==> config.mk <==
export PLATFORM = sky130hd
export DESIGN_NAME = stack_ctrl256
export DESIGN_NICKNAME = d
export VERILOG_FILES = /design/src/rtl/stack_ctrl256.sv
export SDC_FILE = /design/constraint.sdc
export NUM_CORES = 1
export LEC_CHECK = 0
export ABC_AREA = 1
export BUFFER_PORTS_ARGS = -buffer_cell sky130_fd_sc_hd__buf_2
export CAP_MARGIN = 20
export CORE_UTILIZATION = 45
export CTS_CLUSTER_DIAMETER = 40
export DETAILED_ROUTE_END_ITERATION = 10
export PLACE_DENSITY = 0.78
export SETUP_SLACK_MARGIN = 0.02
export SLEW_MARGIN = 20
export SYNTH_ARGS = -nofsm -noshare
export SYNTH_HDL_FRONTEND = slang
export SYNTH_SLANG_ARGS = --single-unit
export TNS_END_PERCENT = 50
==> constraint.sdc <==
create_clock -name CLK -period 4.95 [get_ports CLK]
set_clock_uncertainty 0.05 [all_clocks]
set_input_delay 0 -clock CLK [delete_from_list [all_inputs] [get_ports CLK]]
set_output_delay 0 -clock CLK [all_outputs]
set_load 0.01 [all_outputs]
==> src/rtl/stack_ctrl256.sv <==
// 256 x 16 stack controller: push/pop/replace/dump front end for an external async-read array.
// Optional sticky overflow/underflow flag enabled with `define STACK_ERR_EN.
module stack_ctrl256 (
    input  logic        CLK,
    input  logic        reset,
    input  logic        push,
    input  logic        pop,
    input  logic        dump,
    input  logic        clrErr,
    input  logic [15:0] pushData,
    output logic [15:0] popData,
    output logic        popValid,
    output logic        busy,
    output logic        full,
    output logic        empty,
    output logic [8:0]  count,
    output logic        error,
    output logic [7:0]  mem_address,
    output logic [15:0] mem_writeData,
    output logic        mem_write,
    input  logic [15:0] mem_readData
);

    localparam int unsigned DATA_W = 16;
    localparam int unsigned ADDR_W = 8;
    localparam int unsigned CNT_W  = 9;
    localparam int unsigned DEPTH  = 256;

    typedef enum logic {
        ST_IDLE = 1'b0,
        ST_DUMP = 1'b1
    } state_t;

    state_t              state_q, state_d;
    logic [CNT_W-1:0]    count_q, count_d;
    logic [DATA_W-1:0]   pop_data_q;
    logic                pop_valid_q;
    logic                pop_load;
    logic                err_evt;
    logic                full_w;
    logic                empty_w;
    logic [ADDR_W-1:0]   sp;
    logic [ADDR_W-1:0]   top;

    assign sp      = count_q[ADDR_W-1:0];
    assign top     = sp - ADDR_W'(1);
    assign full_w  = (count_q == CNT_W'(DEPTH));
    assign empty_w = (count_q == CNT_W'(0));

    // Request decode: next count/state, storage port drive and pop capture
    always_comb begin
        state_d     = state_q;
        count_d     = count_q;
        mem_address = top;
        mem_write   = 1'b0;
        pop_load    = 1'b0;
        err_evt     = 1'b0;
        case (state_q)
            ST_IDLE: begin
                if (dump && !empty_w) begin
                    state_d = ST_DUMP;
                end else if (push && pop && !empty_w) begin
                    mem_write = 1'b1;
                    pop_load  = 1'b1;
                end else if (push && pop) begin
                    // Empty stack: the push still lands at slot 0, the pop underflows
                    mem_address = sp;
                    mem_write   = 1'b1;
                    count_d     = count_q + CNT_W'(1);
                    err_evt     = 1'b1;
                end else if (push && !full_w) begin
                    mem_address = sp;
                    mem_write   = 1'b1;
                    count_d     = count_q + CNT_W'(1);
                end else if (push) begin
                    err_evt = 1'b1;
                end else if (pop && !empty_w) begin
                    pop_load = 1'b1;
                    count_d  = count_q - CNT_W'(1);
                end else if (pop) begin
                    err_evt = 1'b1;
                end
            end
            ST_DUMP: begin
                if (!empty_w) begin
                    pop_load = 1'b1;
                    count_d  = count_q - CNT_W'(1);
                end
                if (count_q <= CNT_W'(1)) begin
                    state_d = ST_IDLE;
                end
            end
            default: begin
                state_d = ST_IDLE;
            end
        endcase
    end

    always_ff @(posedge CLK) begin
        if (!reset) begin
            state_q     <= ST_IDLE;
            count_q     <= '0;
            pop_data_q  <= '0;
            pop_valid_q <= 1'b0;
        end else begin
            state_q     <= state_d;
            count_q     <= count_d;
            pop_valid_q <= pop_load;
            if (pop_load) begin
                pop_data_q <= mem_readData;
            end
        end
    end

`ifdef STACK_ERR_EN
    logic err_q;

    // Sticky error; clear wins over a coincident new event
    always_ff @(posedge CLK) begin
        if (!reset) begin
            err_q <= 1'b0;
        end else if (clrErr) begin
            err_q <= 1'b0;
        end else if (err_evt) begin
            err_q <= 1'b1;
        end
    end

    assign error = err_q;
`else
    logic unused_err;
    assign unused_err = &{1'b0, clrErr, err_evt};
    assign error      = 1'b0;
`endif

    assign popData       = pop_data_q;
    assign popValid      = pop_valid_q;
    assign busy          = (state_q == ST_DUMP);
    assign full          = full_w;
    assign empty         = empty_w;
    assign count         = count_q;
    assign mem_writeData = pushData;

endmodule

After elaboration in Yosys (flattened, before gate mapping). Cells that the tools add are included.

Logic and storage cells: 53. Input port bits: 38. Register bits: 27. Output and inout bits: 55.

Mux-type cells: 29. Add/sub/neg operators: 3. Eq/ne operators: 6. Bitwise gates (word level): 1. $lt $le $gt $ge: 1. Reductions and logical operators: 9.

Operators by type and width (number): $mux 9 (7); $mux 8 (5); $pmux 9 s2 (1); $mux 1 (14); $add 9x1->9 const B (1); $eq 9x9->1 const B (1); $le 9x1->1 const B (1); $logic_not 9->1 (1); $sub 9x1->9 const B (1); $ne 4x4->1 const B (2); $sub 8x1->8 const B (1); $ne 2x2->1 const B (3); $logic_and 1x1->1 (5); $reduce_and 5->1 (1); $pmux 1 s2 (2); $logic_not 1->1 (2); $not 1->1 (1).

Longest topological paths before layout.
Depth after elaboration: 10. Mapped depth: 12. Depth with buffers taken out: 12.

Worst setup path before layout. No wires, ideal clock.

Path type: flip-flop to flip-flop. Start point: register count_q[0] (netlist: count[0]). End point: register pop_data_q[0] (netlist: popData[0]). Slack: 3.193 ns. Stages on the path, launching flop included: 12. Period minus slack after synthesis: 1.757 ns. Data arrival time: 1.591 ns. Library setup time: 0.116 ns. Required time: 4.784 ns. Buffers on the path: 1. Cells stage by stage: dfxtp_1 > inv_1 > ha_1 > nand2_4 > nor2_8 > nand2_8 > nand3_2 > nand2_4 > clkinv_2 > buf_6 > nor2_1 > nor2_1.

Longest elaborated chain between the ends: 10. Elaborated cells between the ends (all ways): 16. Those cells by class: 1 x eq/ne; 8 x mux; 7 x reduce/logical.

RTL lines: start, declared (RTL line 35) `logic [CNT_W-1:0] count_q, count_d;`; start signal, assigned (RTL line 107) `count_q <= count_d;`; $logic_not 9->1 (RTL line 48) `assign empty_w = (count_q == CNT_W'(0));`; $logic_not 1->1; $logic_and 1x1->1 (RTL line 77) `end else if (pop && !empty_w) begin`; $mux 1 (RTL line 77); $mux 1 (RTL line 75) `end else if (push) begin`; $mux 1 (RTL line 71) `end else if (push && !full_w) begin`; $mux 1 (RTL line 65) `end else if (push && pop) begin`; $mux 1 (RTL line 62) `end else if (push && pop && !empty_w) begin`; $mux 1 (RTL line 60) `if (dump && !empty_w) begin`; $pmux 1 s2 (*) (RTL line 58) `case (state_q)`; end signal, assigned (RTL line 110) `pop_data_q <= mem_readData;`; end, declared (RTL line 36) `logic [DATA_W-1:0] pop_data_q;`.

Every way passes the cells marked *; elsewhere a longest branch is shown, timed or not. A chain may end at the register's enable or synchronous reset.

Final worst setup path.
Start point: register count_q[0] (netlist: count[0]). End point: output mem_address[7].

Longest elaborated chain between the ends: 8. Elaborated cells between the ends (all ways): 13. Those cells by class: 1 x add/sub; 1 x eq/ne; 5 x mux; 6 x reduce/logical.

RTL lines: parallel branches: the longest is 7 deep, another holds $sub 8x1->8; $mux 8 (*) (RTL line 58); end, declared (RTL line 18) `output logic [7:0] mem_address,`.

Mark *: on every way between the ends.

==> metrics.cfg <==
[outcome]
outcome=finished, final reports clean

[drt]
drt-initial-drc-count=111
drc=0
drt_pre_antenna_iters=4
ant_nets=0
via_per_inst=4.90
wl_per_cell_um=11.6
wirelength_um=4540
dr_total_vias=1924

[timing]
fmax_mhz=435
slew_headroom_pct=66.6
rsz0062_at_grt=no
hold_viol=0
finalCritPeriodShare_pct=46.4
tns_ns=0
setup_viol=0
worstMarginPinSlew_ns=0.498
fin_crit_ns=2.30
final_max_slew_viol_count=0

[finish]
final_core_util_pct=60.0
drive_gt1_share_pct=27.1
nets=386
antenna_cells=0
area_growth_syn_to_layout_pct=25.5
fillers=386

[global_routing]
grt_max_degree=28
grt_pass1_vias=1803
grt_remaining_overflow=0
grt_pass1_wl_um=7370
antenna_found_initial=0
track_usage_pct=21.0

[synthesis]
async_reset_ff_share_pct=0
synth_simple_gate_area_share_pct=35.6
ys_types=30
synth_nets=319
ys_seq_area_share_pct=27.7
yosys_most_used_dff=dfxtp_1
synth_common_cells=nand2_1, nor2_1, dfxtp_1
synth_top_family_by_area=simple AND/OR/NAND/NOR gates
synth_xor_area_share_pct=4.93
synth_top_area_cell=dfxtp_1
synth_edf_count=0
synth_top_area_share_pct=27.7
yosysMostFrequentCell=nand2_1
syn_area_sq_um=1950
syn_area_per_cell_sq_um=7.05
synth-compound-area-share_pct=11.7
synth.area.top_cells=dfxtp_1, nand2_1, nor2_1
synthMuxAreaShare_pct=0
ys_ff_latch=27
synth_cells=277
yosysWarnings=0
synth-adder-area-share_pct=2.56

[die]
initial_core_util_pct=47.8
die_y_um=67.9
row_count=23
die_w_um=67.9
fp.coreArea_sq_um=4090
pin_count=93
die_area_sq_um=4610

[cts]
clkTransAtPathRegs_ns=0.10
h-tree-depth=1
cts_inserted_buffers=3
clkSinkCount=27
clkLatencyLatePin_ns=0.27
cts-root-buf=clkbuf_8
cts.path.max_buffers=2
cts_tree=done

[setup_path]
worst_path_max_delay_cell=dfxtp_1
start_kind=flop
worst-setup-path-type=reg2out
critPathBufInv=3
cp_top_family=compound AO/OA/AOI/OAI gates
worst_ep_required_time_ns=4.90
cpPeakStageDelay_ns=0.46
cp-end-kind=primary output
worstPathCellList=inv_1 -> ha_1 -> nand2_4 -> nor2_8 -> nand2_8 -> clkinv_8 -> o21ai_4 -> nand2_1 -> o21ai_2 -> buf_2
critPathMaxFanout=15
critPathArrivalTime_ns=2.25

[run]
drv_cap=0

[placed_design]
gp_congestion=0.841
hpwlAfterDp_um=3000
portBuffers=58

[power_and_ir_drop]
p_total_mw=1.60
p_leak_nw=1.30
p_per_area_nw_per_um2=651
ir_worst_vdd_v=0.000274

[worst_hold_path]
hp-class=in2reg

[registers in the layout, summed over array words and instances (netlist names)]
| signal | flops |
|---|---|
| busy | 1 |
| count | 9 |
| popData | 16 |
| popValid | 1 |
[worst min-delay path: stages]
cell	delay, ns
buf_2	0.24
inv_1	0.10
nor2_1	0.04
[stage by stage]
step | worst slack [ns] | hold slack, ns | cell area (sq um) | instances
final | 2.65 | 0.100 | 2450 | 393
after global routing | 2.48 | 0.125 | 2450 | 393
after CTS | 2.63 | 0.103 | 2450 | 393
after detailed placement | 2.89 | -0.0499 | 2080 | 357
after global placement | 2.94 | -0.0499 | 2080 | 357
after floorplan | 3.19 | 0.0418 | 1950 | 277
[kinds of logic after synthesis]
group,count (synthesis)
buffers and inverters,56
and+or+nand+nor,141
other,1
AOI/OAI and AO/OA,37
adders and majority gates,4
xor gates and xnor gates,11
DFF,27
[cells in the final DEF, fill, tap and decap left out, drive strengths merged, types with 3 or more instances in the layout]
| master | count |
|---|---|
| nand2 | 64 |
| o21ai | 32 |
| clkinv | 3 |
| nor2 | 58 |
| dlygate4sd3 | 32 |
| dfxtp | 27 |
| ha | 4 |
| xor2 | 10 |
| buf | 58 |
| clkbuf | 3 |
| inv | 26 |
| a21oi | 4 |
| nand3 | 17 |
[routing by layer]
layer  part of all wire [%]  vias to the layer above  GRT usage [%]
li1                       -                      967              -
met1                     43                      875           21.8
met2                     51                       74           41.5
met3                    4.5                        8           2.50
met4                    1.6                        0           9.11
met5                      0                        -              0
[worst paths after layout]
path                             from                        to  slack (ns)  depth (start not counted)
min reg2reg  popData[10]$_SDFFE_PN0P_  popData[10]$_SDFFE_PN0P_        0.47                          2
min                             reset       popValid$_SDFF_PN0_        0.10                          3
max             count[0]$_SDFFE_PN0P_            mem_address[7]        2.65                         10
max reg2reg     count[0]$_SDFFE_PN0P_   popData[9]$_SDFFE_PN0P_        2.89                         10
[power breakdown]
part	switching [mW]	internal (mW)	total, mW
Sequential	0.0973	0.302	0.399
Clock	0.0686	0.0563	0.125
Combinational	0.660	0.411	1.07
Total	0.826	0.770	1.60
[cell type report]
| type | instances | area (sq um) | share of cell area (%) |
|---|---|---|---|
| Clock inverter | 1 | 5.00 | 0.204 |
| Inverter | 28 | 119 | 4.85 |
| Multi-Input combinational cell | 194 | 1070 | 43.7 |
| Sequential cell | 27 | 541 | 22.1 |
| Timing Repair Buffer | 90 | 611 | 24.9 |
| Clock buffer | 3 | 41.3 | 1.68 |
| Tap cell | 50 | 62.6 | 2.55 |
[timing repair]
item | in CTS | in global routing
hold buffers | 32 | 0
resized for setup | 0 | 0
endpoints found under the setup margin | 0 | 0
buffers inserted | 0 | 0
hold endpoints to repair | 32 | 0
Power figures use the tool's default switching activity.
